### src/rtl/cpu_defs_pkg.sv
// Shared encodings for the multi-cycle controller: opcodes, state codes,
// ALU/PC select codes and the decoded control word.
package cpu_defs_pkg;

  localparam logic [5:0] OP_ADD   = 6'b000000;
  localparam logic [5:0] OP_SUB   = 6'b000001;
  localparam logic [5:0] OP_ADDIU = 6'b000010;
  localparam logic [5:0] OP_AND   = 6'b010000;
  localparam logic [5:0] OP_ANDI  = 6'b010001;
  localparam logic [5:0] OP_ORI   = 6'b010010;
  localparam logic [5:0] OP_SLT   = 6'b011000;
  localparam logic [5:0] OP_SLL   = 6'b011100;
  localparam logic [5:0] OP_SW    = 6'b100110;
  localparam logic [5:0] OP_LW    = 6'b100111;
  localparam logic [5:0] OP_BEQ   = 6'b110000;
  localparam logic [5:0] OP_BNE   = 6'b110001;
  localparam logic [5:0] OP_BLTZ  = 6'b110010;
  localparam logic [5:0] OP_J     = 6'b111000;
  localparam logic [5:0] OP_JR    = 6'b111001;
  localparam logic [5:0] OP_JAL   = 6'b111010;
  localparam logic [5:0] OP_HALT  = 6'b111111;

  typedef enum logic [2:0] {
    ST_IF   = 3'b000,
    ST_ID   = 3'b001,
    ST_EXE  = 3'b010,
    ST_MEM  = 3'b011,
    ST_WB   = 3'b100,
    ST_HALT = 3'b111
  } state_e;

  localparam logic [2:0] ALU_ADD = 3'b000;
  localparam logic [2:0] ALU_SUB = 3'b001;
  localparam logic [2:0] ALU_SLL = 3'b010;
  localparam logic [2:0] ALU_OR  = 3'b011;
  localparam logic [2:0] ALU_AND = 3'b100;
  localparam logic [2:0] ALU_SLT = 3'b101;

  localparam logic [1:0] PC_SEQ = 2'b00;
  localparam logic [1:0] PC_BR  = 2'b01;
  localparam logic [1:0] PC_JR  = 2'b10;
  localparam logic [1:0] PC_JMP = 2'b11;

  localparam logic [1:0] RD_RA = 2'b00;
  localparam logic [1:0] RD_RT = 2'b01;
  localparam logic [1:0] RD_RD = 2'b10;

  typedef struct packed {
    logic       pc_write;
    logic [1:0] pc_src;
    logic       ir_write;
    logic       reg_write;
    logic [1:0] reg_dst;
    logic       wr_reg_d_src;
    logic       alu_src_a;
    logic       alu_src_b;
    logic [2:0] alu_op;
    logic       ext_sel;
    logic       mem_read;
    logic       mem_write;
    logic       db_data_src;
  } ctrl_t;

  function automatic logic is_jump(input logic [5:0] op);
    return (op == OP_J) || (op == OP_JR) || (op == OP_JAL);
  endfunction

  function automatic logic is_branch(input logic [5:0] op);
    return (op == OP_BEQ) || (op == OP_BNE) || (op == OP_BLTZ);
  endfunction

  function automatic logic is_rtype(input logic [5:0] op);
    return (op == OP_ADD) || (op == OP_SUB) || (op == OP_AND) ||
           (op == OP_SLT) || (op == OP_SLL);
  endfunction

  function automatic logic is_imm_wr(input logic [5:0] op);
    return (op == OP_ADDIU) || (op == OP_ANDI) || (op == OP_ORI) || (op == OP_LW);
  endfunction

endpackage

### src/rtl/multi_cycle_ctrl_if.sv
// Controller <-> datapath bundle: decoded opcode/flags in, control word out.
interface multi_cycle_ctrl_if #(parameter int CNT_W = 32);
  logic [5:0]       Opcode;
  logic             Zero;
  logic             Sign;
  logic [2:0]       State;
  logic             PCWrite;
  logic [1:0]       PCSrc;
  logic             IRWrite;
  logic             RegWrite;
  logic [1:0]       RegDst;
  logic             WrRegDSrc;
  logic             ALUSrcA;
  logic             ALUSrcB;
  logic [2:0]       ALUOp;
  logic             ExtSel;
  logic             MemRead;
  logic             MemWrite;
  logic             DBDataSrc;
  logic [CNT_W-1:0] InstrCount;
  logic             Halted;

  modport master (
    input  Opcode, Zero, Sign,
    output State, PCWrite, PCSrc, IRWrite, RegWrite, RegDst, WrRegDSrc,
           ALUSrcA, ALUSrcB, ALUOp, ExtSel, MemRead, MemWrite, DBDataSrc,
           InstrCount, Halted
  );

  modport slave (
    output Opcode, Zero, Sign,
    input  State, PCWrite, PCSrc, IRWrite, RegWrite, RegDst, WrRegDSrc,
           ALUSrcA, ALUSrcB, ALUOp, ExtSel, MemRead, MemWrite, DBDataSrc,
           InstrCount, Halted
  );
endinterface

### src/rtl/ctrl_decode.sv
// Combinational State+Opcode+flags -> control word. en_i low forces every
// output to zero so nothing is enabled while the controller is held in reset.
module ctrl_decode
  import cpu_defs_pkg::*;
(
  input  logic       en_i,
  input  state_e     state_i,
  input  logic [5:0] opcode_i,
  input  logic       zero_i,
  input  logic       sign_i,
  output ctrl_t      ctrl_o
);

  always_comb begin
    ctrl_o = '0;
    if (en_i) begin
      case (opcode_i)
        OP_SUB, OP_BEQ, OP_BNE, OP_BLTZ: ctrl_o.alu_op = ALU_SUB;
        OP_ORI:                          ctrl_o.alu_op = ALU_OR;
        OP_AND, OP_ANDI:                 ctrl_o.alu_op = ALU_AND;
        OP_SLT:                          ctrl_o.alu_op = ALU_SLT;
        OP_SLL:                          ctrl_o.alu_op = ALU_SLL;
        default:                         ctrl_o.alu_op = ALU_ADD;
      endcase
      ctrl_o.ext_sel   = opcode_i inside {OP_ADDIU, OP_LW, OP_SW, OP_BEQ, OP_BNE, OP_BLTZ};
      ctrl_o.alu_src_b = opcode_i inside {OP_ADDIU, OP_ANDI, OP_ORI, OP_LW, OP_SW};
      ctrl_o.alu_src_a = (opcode_i == OP_SLL);

      // PC select only matters on the cycle PCWrite is raised
      if (opcode_i == OP_JR)
        ctrl_o.pc_src = PC_JR;
      else if (opcode_i == OP_J || opcode_i == OP_JAL)
        ctrl_o.pc_src = PC_JMP;
      else if ((opcode_i == OP_BEQ && zero_i) || (opcode_i == OP_BNE && !zero_i) ||
               (opcode_i == OP_BLTZ && sign_i))
        ctrl_o.pc_src = PC_BR;

      case (state_i)
        ST_IF:  ctrl_o.ir_write = 1'b1;
        ST_ID: begin
          ctrl_o.pc_write  = is_jump(opcode_i);
          ctrl_o.reg_write = (opcode_i == OP_JAL);
          ctrl_o.reg_dst   = RD_RA;
        end
        ST_EXE: ctrl_o.pc_write = is_branch(opcode_i);
        ST_MEM: begin
          ctrl_o.mem_read    = (opcode_i == OP_LW);
          ctrl_o.mem_write   = (opcode_i == OP_SW);
          ctrl_o.db_data_src = (opcode_i == OP_LW);
          ctrl_o.pc_write    = (opcode_i == OP_SW);
        end
        ST_WB: begin
          ctrl_o.pc_write     = 1'b1;
          ctrl_o.wr_reg_d_src = 1'b1;
          ctrl_o.db_data_src  = (opcode_i == OP_LW);
          if (is_rtype(opcode_i)) begin
            ctrl_o.reg_write = 1'b1;
            ctrl_o.reg_dst   = RD_RD;
          end else if (is_imm_wr(opcode_i)) begin
            ctrl_o.reg_write = 1'b1;
            ctrl_o.reg_dst   = RD_RT;
          end
        end
        default: ;
      endcase
    end
  end

endmodule

### src/rtl/multi_cycle_ctrl.sv
// Multi-cycle controller: phase FSM plus retired-instruction counter.
//   state | meaning
//   IF    | fetch, IR load
//   ID    | decode; jumps retire here
//   EXE   | ALU op; branches retire here
//   MEM   | data memory access; sw retires here
//   WB    | register write-back; remaining instructions retire here
//   HALT  | stopped until reset
module multi_cycle_ctrl
  import cpu_defs_pkg::*;
#(
  parameter int CNT_W = 32
) (
  input logic               CLK,
  input logic               Reset,
  multi_cycle_ctrl_if.master bus
);

  state_e           state_q, state_d;
  logic [CNT_W-1:0] count_q, count_d;
  ctrl_t            ctrl;

  ctrl_decode u_decode (
    .en_i     (Reset),
    .state_i  (state_q),
    .opcode_i (bus.Opcode),
    .zero_i   (bus.Zero),
    .sign_i   (bus.Sign),
    .ctrl_o   (ctrl)
  );

  always_ff @(posedge CLK or negedge Reset) begin
    if (!Reset) begin
      state_q <= ST_IF;
      count_q <= '0;
    end else begin
      state_q <= state_d;
      count_q <= count_d;
    end
  end

  always_comb begin
    state_d = ST_IF;
    count_d = ctrl.pc_write ? count_q + CNT_W'(1) : count_q;
    case (state_q)
      ST_IF:  state_d = ST_ID;
      ST_ID: begin
        if (is_jump(bus.Opcode))       state_d = ST_IF;
        else if (bus.Opcode == OP_HALT) state_d = ST_HALT;
        else                           state_d = ST_EXE;
      end
      ST_EXE: begin
        if (is_branch(bus.Opcode))                           state_d = ST_IF;
        else if (bus.Opcode == OP_LW || bus.Opcode == OP_SW) state_d = ST_MEM;
        else                                                 state_d = ST_WB;
      end
      ST_MEM:  state_d = (bus.Opcode == OP_LW) ? ST_WB : ST_IF;
      ST_WB:   state_d = ST_IF;
      ST_HALT: state_d = ST_HALT;
      default: state_d = ST_IF;
    endcase
  end

  assign bus.State      = state_q;
  assign bus.PCWrite    = ctrl.pc_write;
  assign bus.PCSrc      = ctrl.pc_src;
  assign bus.IRWrite    = ctrl.ir_write;
  assign bus.RegWrite   = ctrl.reg_write;
  assign bus.RegDst     = ctrl.reg_dst;
  assign bus.WrRegDSrc  = ctrl.wr_reg_d_src;
  assign bus.ALUSrcA    = ctrl.alu_src_a;
  assign bus.ALUSrcB    = ctrl.alu_src_b;
  assign bus.ALUOp      = ctrl.alu_op;
  assign bus.ExtSel     = ctrl.ext_sel;
  assign bus.MemRead    = ctrl.mem_read;
  assign bus.MemWrite   = ctrl.mem_write;
  assign bus.DBDataSrc  = ctrl.db_data_src;
  assign bus.InstrCount = count_q;
  assign bus.Halted     = (state_q == ST_HALT);

endmodule

### src/flat_wrapper.sv
// flat-port wrapper written by rule: the top's interface ports become plain ports
module multi_cycle_ctrl_flat import cpu_defs_pkg::*;
#(
  parameter int CNT_W = 32
)
  (CLK, Reset, bus_Opcode, bus_Zero, bus_Sign, bus_State, bus_PCWrite, bus_PCSrc, bus_IRWrite, bus_RegWrite, bus_RegDst, bus_WrRegDSrc, bus_ALUSrcA, bus_ALUSrcB, bus_ALUOp, bus_ExtSel, bus_MemRead, bus_MemWrite, bus_DBDataSrc, bus_InstrCount, bus_Halted);
  multi_cycle_ctrl_if #(.CNT_W(CNT_W)) bus_i ();
  input logic CLK;
  input logic Reset;
  input wire logic [$bits(bus_i.Opcode)-1:0] bus_Opcode;
  input wire logic [$bits(bus_i.Zero)-1:0] bus_Zero;
  input wire logic [$bits(bus_i.Sign)-1:0] bus_Sign;
  output wire logic [$bits(bus_i.State)-1:0] bus_State;
  output wire logic [$bits(bus_i.PCWrite)-1:0] bus_PCWrite;
  output wire logic [$bits(bus_i.PCSrc)-1:0] bus_PCSrc;
  output wire logic [$bits(bus_i.IRWrite)-1:0] bus_IRWrite;
  output wire logic [$bits(bus_i.RegWrite)-1:0] bus_RegWrite;
  output wire logic [$bits(bus_i.RegDst)-1:0] bus_RegDst;
  output wire logic [$bits(bus_i.WrRegDSrc)-1:0] bus_WrRegDSrc;
  output wire logic [$bits(bus_i.ALUSrcA)-1:0] bus_ALUSrcA;
  output wire logic [$bits(bus_i.ALUSrcB)-1:0] bus_ALUSrcB;
  output wire logic [$bits(bus_i.ALUOp)-1:0] bus_ALUOp;
  output wire logic [$bits(bus_i.ExtSel)-1:0] bus_ExtSel;
  output wire logic [$bits(bus_i.MemRead)-1:0] bus_MemRead;
  output wire logic [$bits(bus_i.MemWrite)-1:0] bus_MemWrite;
  output wire logic [$bits(bus_i.DBDataSrc)-1:0] bus_DBDataSrc;
  output wire logic [$bits(bus_i.InstrCount)-1:0] bus_InstrCount;
  output wire logic [$bits(bus_i.Halted)-1:0] bus_Halted;
  assign bus_i.Opcode = bus_Opcode;
  assign bus_i.Zero = bus_Zero;
  assign bus_i.Sign = bus_Sign;
  assign bus_State = bus_i.State;
  assign bus_PCWrite = bus_i.PCWrite;
  assign bus_PCSrc = bus_i.PCSrc;
  assign bus_IRWrite = bus_i.IRWrite;
  assign bus_RegWrite = bus_i.RegWrite;
  assign bus_RegDst = bus_i.RegDst;
  assign bus_WrRegDSrc = bus_i.WrRegDSrc;
  assign bus_ALUSrcA = bus_i.ALUSrcA;
  assign bus_ALUSrcB = bus_i.ALUSrcB;
  assign bus_ALUOp = bus_i.ALUOp;
  assign bus_ExtSel = bus_i.ExtSel;
  assign bus_MemRead = bus_i.MemRead;
  assign bus_MemWrite = bus_i.MemWrite;
  assign bus_DBDataSrc = bus_i.DBDataSrc;
  assign bus_InstrCount = bus_i.InstrCount;
  assign bus_Halted = bus_i.Halted;
  multi_cycle_ctrl #(.CNT_W(CNT_W)) u_core (.CLK(CLK), .Reset(Reset), .bus(bus_i));
endmodule
### config.mk
export PLATFORM = sky130hd
export DESIGN_NAME = multi_cycle_ctrl_flat
export DESIGN_NICKNAME = d
export VERILOG_FILES = /design/src/rtl/cpu_defs_pkg.sv /design/src/rtl/multi_cycle_ctrl_if.sv /design/src/rtl/ctrl_decode.sv /design/src/rtl/multi_cycle_ctrl.sv /design/src/flat_wrapper.sv
export SDC_FILE = /design/constraint.sdc
export NUM_CORES = 1
export LEC_CHECK = 0
export CAP_MARGIN = 20
export CORE_AREA = 2 2 71 73
export CTS_BUF_LIST = sky130_fd_sc_hd__clkbuf_4
export CTS_CLUSTER_SIZE = 25
export DETAILED_ROUTE_END_ITERATION = 7
export DIE_AREA = 0 0 73 75
export PLACE_DENSITY = 0.88
export SLEW_MARGIN = 40
export SYNTH_ARGS = -nofsm -noshare
export SYNTH_HDL_FRONTEND = slang
export SYNTH_SLANG_ARGS = --single-unit
### constraint.sdc
create_clock -name CLK -period 3.3 [get_ports CLK]
set_input_delay 0.495 -clock CLK [delete_from_list [all_inputs] [get_ports CLK]]
set_output_delay 0.495 -clock CLK [all_outputs]
set_load 0.005 [all_outputs]
==> After elaboration in Yosys (flattened, before gate mapping) <==
Index checks and enable logic that the tools add are counted.
{ "op_classes": {"reduce_logical": 26, "n_eq_ne": 21, "n_mul": 0, "muxes": 19, "order_cmp": 0, "n_addsub": 1, "bitwise": 0, "div": 0, "n_shift": 0} }
{ "op_table": {"columns": ["operator", "count"], "rows": [
  ["6-bit equality test (second input constant)", 9],
  ["32-bit by 1-bit adder with 32-bit output (second input constant)", 1],
  ["6-bit by 5-bit equality test with 1-bit output (second input constant)", 5],
  ["3-bit case mux with 5 select lines", 2],
  ["3-bit two-way mux", 7],
  ["17-bit two-way mux", 1],
  ["1-bit logical OR", 15],
  ["3-bit by 2-bit equality test with 1-bit output (second input constant)", 2],
  ["3-bit equality test (second input constant)", 2],
  ["6-bit by 1-bit equality test with 1-bit output (second input constant)", 1],
  ["6-bit by 2-bit equality test with 1-bit output (second input constant)", 1],
  ["6-bit logical NOT", 1],
  ["2-bit two-way mux", 3],
  ["3-bit case mux with 2 select lines", 1],
  ["6-bit nonzero test", 1],
  ["5-bit nonzero test", 1],
  ["1-bit two-way mux", 4],
  ["1-bit case mux with 4 select lines", 1],
  ["2-bit OR reduction", 2],
  ["4-bit OR reduction", 1],
  ["3-bit by 1-bit equality test with 1-bit output (second input constant)", 1],
  ["1-bit logical AND", 3],
  ["3-bit logical NOT", 1],
  ["1-bit logical NOT", 1]
]} }
{ "totals": {"latchBits": 0, "romBits": 0, "reg_bits": 35, "output_inout_bits": 53, "wordCells": 69, "ram_bits": 0, "n_memories": 0} }

==> Longest topological paths before layout <==
Gate-level depths: netlist (run 1).
{ "depth": {"word_depth": 8, "mapped_depth": 7} }

==> Modules after synthesis <==
From an unflattened synthesis (run 1), not the netlist that was laid out.
{ "hier_totals": {"hier_cells": 225, "area_unflattened_um2": 2168.3} }
{ "by_module_without_submodules": {"columns": ["mod", "n_inst", "area_per_inst_um2", "cells_each", "seq_area_each_um2"], "rows": [
  ["multi_cycle_ctrl", 1, 1652.8, 148, 875.8],
  ["ctrl_decode", 1, 515.5, 77, 0.0]
]} }

==> Least setup slack after synthesis (run 1) <==
Ideal clock, no wire load.
{ "synth_timing": {"path_kind": "input-to-output", "from": "input bus_Opcode[3]", "to": "output bus_ALUOp[1]", "path_buffers": 1, "arrival_time_ns": 1.579, "t_required_ns": 2.805, "cell_stages": 4, "path_slack_ns": 1.226, "cell_sequence": "clkbuf_1 -> nand2_1 -> or2_2 -> a2111oi_0"} }
{ "synth_between": {"elab_chain_cells": 4, "word_cells_on_any_way": 13, "cone_classes": "eq/ne: 9; mux: 2; reduce/logical: 2"} }
{ "synth_rtl": {"columns": ["item", "line", "text"], "rows": [
  ["from (decl)", "flat_wrapper.sv:10", "input wire logic [$bits(bus_i.Opcode)-1:0] bus_Opcode;"],
  ["6-bit by 1-bit equality test with 1-bit output (tied with other cells)", "ctrl_decode.sv:17", "case (opcode_i)"],
  ["4-bit OR reduction or 2-bit OR reduction (tied branches)", "ctrl_decode.sv:17", null],
  ["3-bit case mux with 5 select lines *", "ctrl_decode.sv:17", null],
  ["17-bit two-way mux *", "ctrl_decode.sv:16", "if (en_i) begin"],
  ["to (decl)", "flat_wrapper.sv:22", "output wire logic [$bits(bus_i.ALUOp)-1:0] bus_ALUOp;"]
]} }
Mark *: on every way between the ends. The rest lies on a longest branch, timed or not.

==> Worst setup path in the final report (run 1) <==
{ "layout_timing": {"from": "input bus_Opcode[4]", "to": "output bus_PCWrite"} }
{ "layout_between": {"elab_chain_cells": 5, "word_cells_on_any_way": 13, "cone_classes": "eq/ne: 7; mux: 2; reduce/logical: 4"} }
{ "layout_rtl": {"columns": ["item", "line", "text"], "rows": [
  ["6-bit equality test, on equally long branches", "cpu_defs_pkg.sv:69, cpu_defs_pkg.sv:65", null],
  ["1-bit logical OR, on equally long branches (2 in a row)", "cpu_defs_pkg.sv:69, cpu_defs_pkg.sv:65", null],
  ["1-bit case mux with 4 select lines *", "ctrl_decode.sv:38", "case (state_i)"],
  ["17-bit two-way mux *", "ctrl_decode.sv:16", null],
  ["to (decl)", "flat_wrapper.sv:14", "output wire logic [$bits(bus_i.PCWrite)-1:0] bus_PCWrite;"]
]} }
Marked as above.

==> results of run 1 <==
## cells in the final DEF (no fill, tap or decap), types with 2 or more instances in the layout
| master | count |
|---|---|
| xor2_1 | 20 |
| clkdlybuf4s50_1 | 59 |
| nor2b_1 | 3 |
| nor4b_1 | 2 |
| nor4_1 | 5 |
| and2_1 | 4 |
| and4_1 | 2 |
| clkbuf_4 | 5 |
| nor4b_4 | 2 |
| inv_1 | 3 |
| o21a_1 | 2 |
| xnor2_1 | 11 |
| o21ai_0 | 4 |
| dlymetal6s2s_1 | 2 |
| or2_2 | 3 |
| nor3_2 | 6 |
| nand2_1 | 19 |
| nand3b_1 | 2 |
| dfrtp_1 | 35 |
| nand4b_1 | 2 |
| a21oi_1 | 5 |
| and3_1 | 5 |
| mux2_2 | 2 |
| nand2b_1 | 7 |
| nand3_1 | 18 |
| nor3_1 | 14 |
| nor4_4 | 4 |
| a211o_1 | 2 |
| nor2_1 | 12 |
| nand4_1 | 8 |
| buf_4 | 11 |
| nor3b_1 | 3 |
## routing by layer
metal	part of all wire [%]	global-route usage [%]
met1	41	27.5
met2	50	38.6
met3	6.3	4.55
met4	2.2	9.88
met5	0	0
## worst max-delay path by stage
stage | cells past startpoint | to | from | slack (ns)
floorplan | 4 | bus_ALUOp[1] | bus_Opcode[3] | 1.23
global placement | 5 | bus_MemRead | bus_Opcode[3] | 0.19
detailed placement | 7 | bus_PCWrite | bus_Opcode[3] | 0.15
CTS | 7 | bus_PCWrite | bus_Opcode[3] | 0.09
global route | 8 | bus_PCWrite | bus_Opcode[1] | 0.08
finish | 8 | bus_PCWrite | bus_Opcode[4] | 0.19
## cell usage after synthesis, types with 6 or more instances
master    instances  area share (%)
nand2_1          19             3.1
nor2_1           12             2.0
nand3_1          18             3.9
xnor2_1          11             4.2
nand2b_1          7             1.9
nor3_1           14             3.0
xor2_1           20             7.6
nand4_1           8             2.2
clkbuf_1          7             1.1
dfrtp_1          35              38
nor3_2            6             2.6
## state kept, by name, summed over array words and instances (netlist names)
name and cells:
u_core.bus.InstrCount 32, u_core.bus.State 3
## power by group through the flow
stage / combinational (mW) / sequential, mW / clock, mW
after floorplan: 0.239 / 0.513 / 0
after global placement: 0.378 / 0.541 / 0
after detailed placement: 0.384 / 0.544 / 0
after CTS: 0.386 / 0.535 / 0.307
after global routing: 0.419 / 0.543 / 0.321
final: 0.384 / 0.538 / 0.298
## cell type report
| class | count | area (um2) |
|---|---|---|
| tap | 54 | 67.6 |
| multi-input combinational | 187 | 1350 |
| clock inverter | 3 | 38.8 |
| inverter | 3 | 11.3 |
| timing repair buffer | 73 | 703 |
| sequential | 35 | 876 |
| clock buffer | 5 | 37.5 |
| fill | 386 | 1570 |
## cell families (layout without fill, tap and decap cells)
family,after synthesis,count (layout),synth area share (%)
and+or+nand+nor,127,127,36.5
buffers and inverters,17,84,3.47
AOI/OAI and AO/OA,25,25,8.25
DFF,35,35,38.0
muxes,3,3,1.41
adders and majority gates,1,1,0.543
xor gates and xnor gates,31,31,11.8
## metrics by stage
| step | cells | instance area, um2 | setup slack, ns |
|---|---|---|---|
| 2_1_floorplan | 239 | 2300 | 1.23 |
| 3_3_place_gp | 351 | 3000 | 0.194 |
| 3_5_place_dp | 351 | 3000 | 0.153 |
| 4_1_cts | 359 | 3070 | 0.0901 |
| 5_1_grt | 360 | 3090 | 0.0760 |
| 6_report | 360 | 3090 | 0.191 |
## timing repair
item,4_1_cts,5_1_grt
setup endpoints to repair,0,1
endpoints found under the hold margin,0,0
gates resized for setup,0,2
buffers inserted,0,1
==> qor.csv, run 1 <==
stage,metric,value,unit
run_status,status,"complete, no violations",
setup_path,r2r setup slk,1.15,ns
yosys,Synth Area per Inst,9.64,um2
setup_path,Worst path max stage delay,0.51,ns
route,Vias/cell,5.85,
final_layout,ratio of cells with drive above 1 in the final layout,13.4,%
setup_path,Worst setup EP type,output pin,
global_routing,first-pass GRT wire length,9580,um
clocking,clock buffer depth,2,
power,Flop pwr share,44.1,%
floorplan,site row count,25,
setup_path,Reg2Reg Depth,6,
setup_path,"Slowest-stage cell, CP",clkdlybuf4s50_1,
setup_path,Critical Path RT,2.80,ns
setup_path,WP data arrival,2.61,ns
sta,Final Hold Fails,0,
power,Gate power share,31.5,%
sta,skew final,0.00529,ns
flow_run,Max-cap violations,0,
global_routing,initial antenna violation count,0,
yosys,Ys Warns,0,
setup_path,kind of critical path,in -> out,
yosys,post-synthesis sequential area ratio,38.0,%
yosys,syn nets,250,
clocking,Clock Latency Late Sink,0.33,ns
clocking,total CTS buffers,5,
sta,max_slew headroom,56.1,%
place,RD Place Congestion,0.903,
route,drt initial violations,162,
route,drt total wl,5820,um
sta,Finish-stage setup viols,0,
clocking,clk sinks,35,
sta,Tmin final,3.11,ns
route,vias,2107,
yosys,synthesized instance count,239,
route,DR DRC count,0,
yosys,dominant synthesized flop cell,dfrtp_1,
setup_path,Worst path most repeated cell,clkdlybuf4s50_1,
floorplan,I/O pins,63,
place,number of I/O port buffers,62,
power,Pwr Total,1.22,mW
yosys,Synth Cell Area,2300,um2
global_routing,vias in the first global route,2054,
sta,fin crit share,94.2,%
sta,fin. max-slew vios,0,
global_routing,gr usage total,22.5,%
clocking,clock tree from TritonCTS,yes,
yosys,number of synthesized flops with an enable pin,0,
power,switching power total,0.413,mW
setup_path,worst r2r dst,u_core.bus.InstrCount[11],
setup_path,crit-path max FO,13,
global_routing,largest net degree at the start of global routing,41,
setup_path,CP Launch Type,input port,
clocking,clock slew at reported path FFs,0.11,ns
sta,RSZ-0062 raised after global routing,no,
setup_path,critical-path cell list,"clkdlybuf4s50_1, buf_4, nand4bb_1, o32ai_2, o21a_1, nand2_1, inv_1, clkdlybuf4s50_1",
power,Switching Share,33.8,%
floorplan,Die Wd,73,um
power,peak supply drop,0.000201,V
clocking,number of hold buffers added after CTS,0,
route,ANT nets after route,0,
sta,Fmax,322,MHz
sta,Worst Hold Margin,0.394,ns
setup_path,RR Startpoint,u_core.bus.State[0],
power,leakage power,1.40,nW
floorplan,core region area,4660,um2
min_path,Hold Crit Class,in -> async,
final_layout,diodes inserted,0,
clocking,htree depth,2,
global_routing,"Remaining Overflow, GRT",0,
final_layout,Area growth syn-to-layout,33.9,%
yosys,number of unique standard cell types used by synthesis,53,
route,DR WL/cell,16.2,um
power,internal power,0.807,mW
yosys,share of synthesized flip-flops with an asynchronous set or reset,100,%
route,drt first pass iters,4,
final_layout,fin util,66.2,%
sta,setup tns final,0,ns
setup_path,CP bufs+invs,4,
floorplan,Die Span Y,75,um
final_layout,nets@finish,316,
power,PD cells,395,nW/um2
yosys,Yosys reg bits,35,
floorplan,Initial Util,49.4,%
power,clock group share of total power,24.4,%
floorplan,die area,5480,um2
sta,Worst-Margin Slew,0.656,ns
place,post-DP HPWL,4210,um
setup_path,family with the most delay on the worst path,buffers and inverters,
clocking,CTS root buffer,clkbuf_4,
(Power assumes the default switching activity.)
==> inputs of run 2 (changes only) <==
--- a/config.mk
+++ b/config.mk
@@ -6,12 +6,12 @@
 export NUM_CORES = 1
 export LEC_CHECK = 0
 export CAP_MARGIN = 20
-export CORE_AREA = 2 2 71 73
+export CORE_AREA = 2 2 69 71
 export CTS_BUF_LIST = sky130_fd_sc_hd__clkbuf_4
 export CTS_CLUSTER_SIZE = 25
 export DETAILED_ROUTE_END_ITERATION = 7
-export DIE_AREA = 0 0 73 75
-export PLACE_DENSITY = 0.88
+export DIE_AREA = 0 0 71 73
+export PLACE_DENSITY = 0.93
 export SLEW_MARGIN = 40
 export SYNTH_ARGS = -nofsm -noshare
 export SYNTH_HDL_FRONTEND = slang
==> qor.csv, run 2 (synthesis gave the netlist of run 1 again) <==
stage,metric,value,unit,change
sta,Fmax,319,MHz,-0.75%
global_routing,vias in the first global route,2019,,-1.7%
route,ANT nets after route,0,,unchanged
sta,Finish-stage setup viols,0,,unchanged
floorplan,die area,5180,um2,-5.3%
power,leakage power,1.37,nW,-2.0%
flow_run,Max-cap violations,0,,unchanged
clocking,Resized cells post-CTS,0,,unchanged
setup_path,Worst path max stage delay,0.65,ns,+0.14 ns
final_layout,nets@finish,316,,unchanged
power,peak supply drop,0.000171,V,-15%
clocking,htree depth,2,,unchanged
sta,Tmin final,3.13,ns,+0.0233 ns
setup_path,critical-path cell list,"clkdlybuf4s50_1, nand2b_1, a211o_1, a21oi_1, and2_1, or3_1, clkdlybuf4s50_1",,
sta,max_slew headroom,66.6,%,+10 points
clocking,clk sinks,35,,unchanged
setup_path,family with the most delay on the worst path,buffers and inverters,,
clocking,clock buffer depth,2,,unchanged
sta,skew final,0.00636,ns,+0.00108 ns
place,number of I/O port buffers,62,,unchanged
final_layout,number of flip-flops in the largest register,32,,unchanged
global_routing,initial antenna violation count,0,,unchanged
setup_path,CP bufs+invs,2,,-2
floorplan,Initial Util,50.8,%,+1.4 points
route,drt first pass iters,5,,+1
setup_path,crit-path max FO,10,,-3
setup_path,Worst setup EP type,output pin,,
clocking,Clock Latency Late Sink,0.35,ns,+0.02 ns
global_routing,gr usage total,23.1,%,+0.55 points
setup_path,WP data arrival,2.64,ns,+0.03 ns
sta,Final Hold Fails,0,,unchanged
final_layout,diodes inserted,0,,unchanged
place,dpl ws,0.201,ns,+0.0484 ns
clocking,postcts setup bufs,0,,unchanged
route,Vias/cell,5.91,,+0.90%
run_status,status,"complete, no violations",,
place,RD Place Congestion,0.944,,+4.6%
floorplan,core region area,4540,um2,-2.7%
floorplan,site row count,25,,unchanged
sta,Worst-Margin Slew,0.496,ns,-0.159 ns
route,vias,2126,,+0.90%
global_routing,first-pass GRT wire length,9540,um,-0.51%
floorplan,Die Wd,71,um,-2.7%
sta,setup tns final,0,ns,unchanged
power,Pwr Total,1.15,mW,-5.9%
route,DR WL/cell,15.6,um,-3.5%
setup_path,Critical Path RT,2.80,ns,about the same
setup_path,worst r2r dst,u_core.bus.InstrCount[30],,
place,Placed Area,3010,um2,+0.25%
sta,fin crit share,94.9,%,+0.71 points
place,post-DP HPWL,4310,um,+2.5%
clocking,clock slew at reported path FFs,0.11,ns,about the same
final_layout,fin util,67.5,%,+1.3 points
setup_path,Reg2Reg Depth,6,,unchanged
setup_path,"Slowest-stage cell, CP",clkdlybuf4s50_1,,
global_routing,largest net degree at the start of global routing,43,,+4.9%
clocking,total CTS buffers,5,,unchanged
setup_path,worst setup path end,bus_RegWrite,,
final_layout,ratio of cells with drive above 1 in the final layout,13.7,%,+0.33 points
clocking,number of hold buffers added after CTS,0,,unchanged
route,DR DRC count,0,,unchanged
floorplan,Die Span Y,73,um,-2.7%
sta,fin. max-slew vios,0,,unchanged
setup_path,RR Startpoint,u_core.bus.State[0],,
final_layout,area of the multi-input gates,1350,um2,unchanged
setup_path,CP Launch Type,input port,,
route,drt initial violations,175,,+8.0%
setup_path,r2r setup slk,1.25,ns,+0.10 ns
clocking,clock tree from TritonCTS,yes,,
final_layout,"most common cell after layout, fill and taps aside",clkdlybuf4s50_1,,
setup_path,worst setup path start,bus_Opcode[1],,
clocking,CTS root buffer,clkbuf_4,,
setup_path,CP Depth,7,,-1
sta,RSZ-0062 raised after global routing,no,,
final_layout,Fillers,343,,-11%
route,drt total wl,5610,um,-3.5%
setup_path,kind of critical path,in -> out,,
final_layout,"commonest non-fill, non-tap cells in the layout","clkdlybuf4s50_1 (61), dfrtp_1 (35), xor2_1 (20)",,
final_layout,Post-Layout Inst Area,3060,um2,-0.77%
floorplan,I/O pins,63,,unchanged
final_layout,Area growth syn-to-layout,32.9,%,
power,PD cells,375,nW/um2,-5.1%
final_layout,storage element area,876,um2,unchanged
min_path,Hold Crit Class,in -> async,,
global_routing,"Remaining Overflow, GRT",0,,unchanged
sta,setup ws final,0.168,ns,-0.0233 ns
setup_path,Worst path most repeated cell,clkdlybuf4s50_1,,
[run 2: area by class of cell]
cell class              instances  area share (%)
flip-flops and latches         35            28.6
well taps                      54            2.21
inverters                       3           0.368
repair buffers                 73            22.8
clock inverters                 2           0.408
clock buffers                   6            1.47
multi-input cells             187            44.2
[run 2: per-stage QoR]
step,hold slack [ns],instances
floorplan,0.199,239
global placement,0.455,352
detailed placement,0.470,352
CTS,0.328,360
global route,0.348,360
finish,0.320,360
[run 2: how the worst min path moves through the flow]
stage / depth (start not counted) / end / slack, ns / from
after floorplan: 0 / u_core.bus.InstrCount[0] / 0.20 / Reset
after global placement: 1 / u_core.bus.InstrCount[31] / 0.46 / u_core.bus.InstrCount[31]
after detailed placement: 1 / u_core.bus.InstrCount[31] / 0.47 / u_core.bus.InstrCount[31]
after CTS: 2 / u_core.bus.InstrCount[19] / 0.33 / Reset
after global routing: 2 / u_core.bus.InstrCount[6] / 0.35 / Reset
final: 2 / u_core.bus.InstrCount[20] / 0.32 / Reset
[run 2: report_power, final]
| part | switching, mW | leakage [nW] | internal (mW) |
|---|---|---|---|
| Sequential | 0.0754 | 0.476 | 0.462 |
| Combinational | 0.190 | 0.861 | 0.188 |
| Clock | 0.143 | 0.0317 | 0.0903 |
[run 2: routing by layer]
metal  GRT usage, %  part of all wire (%)  vias up
li1               -                     -     1000
met1           27.0                    41     1031
met2           41.0                    51       85
met3           6.08                   6.3       10
met4           7.97                   1.6        0
met5              0                     0        -
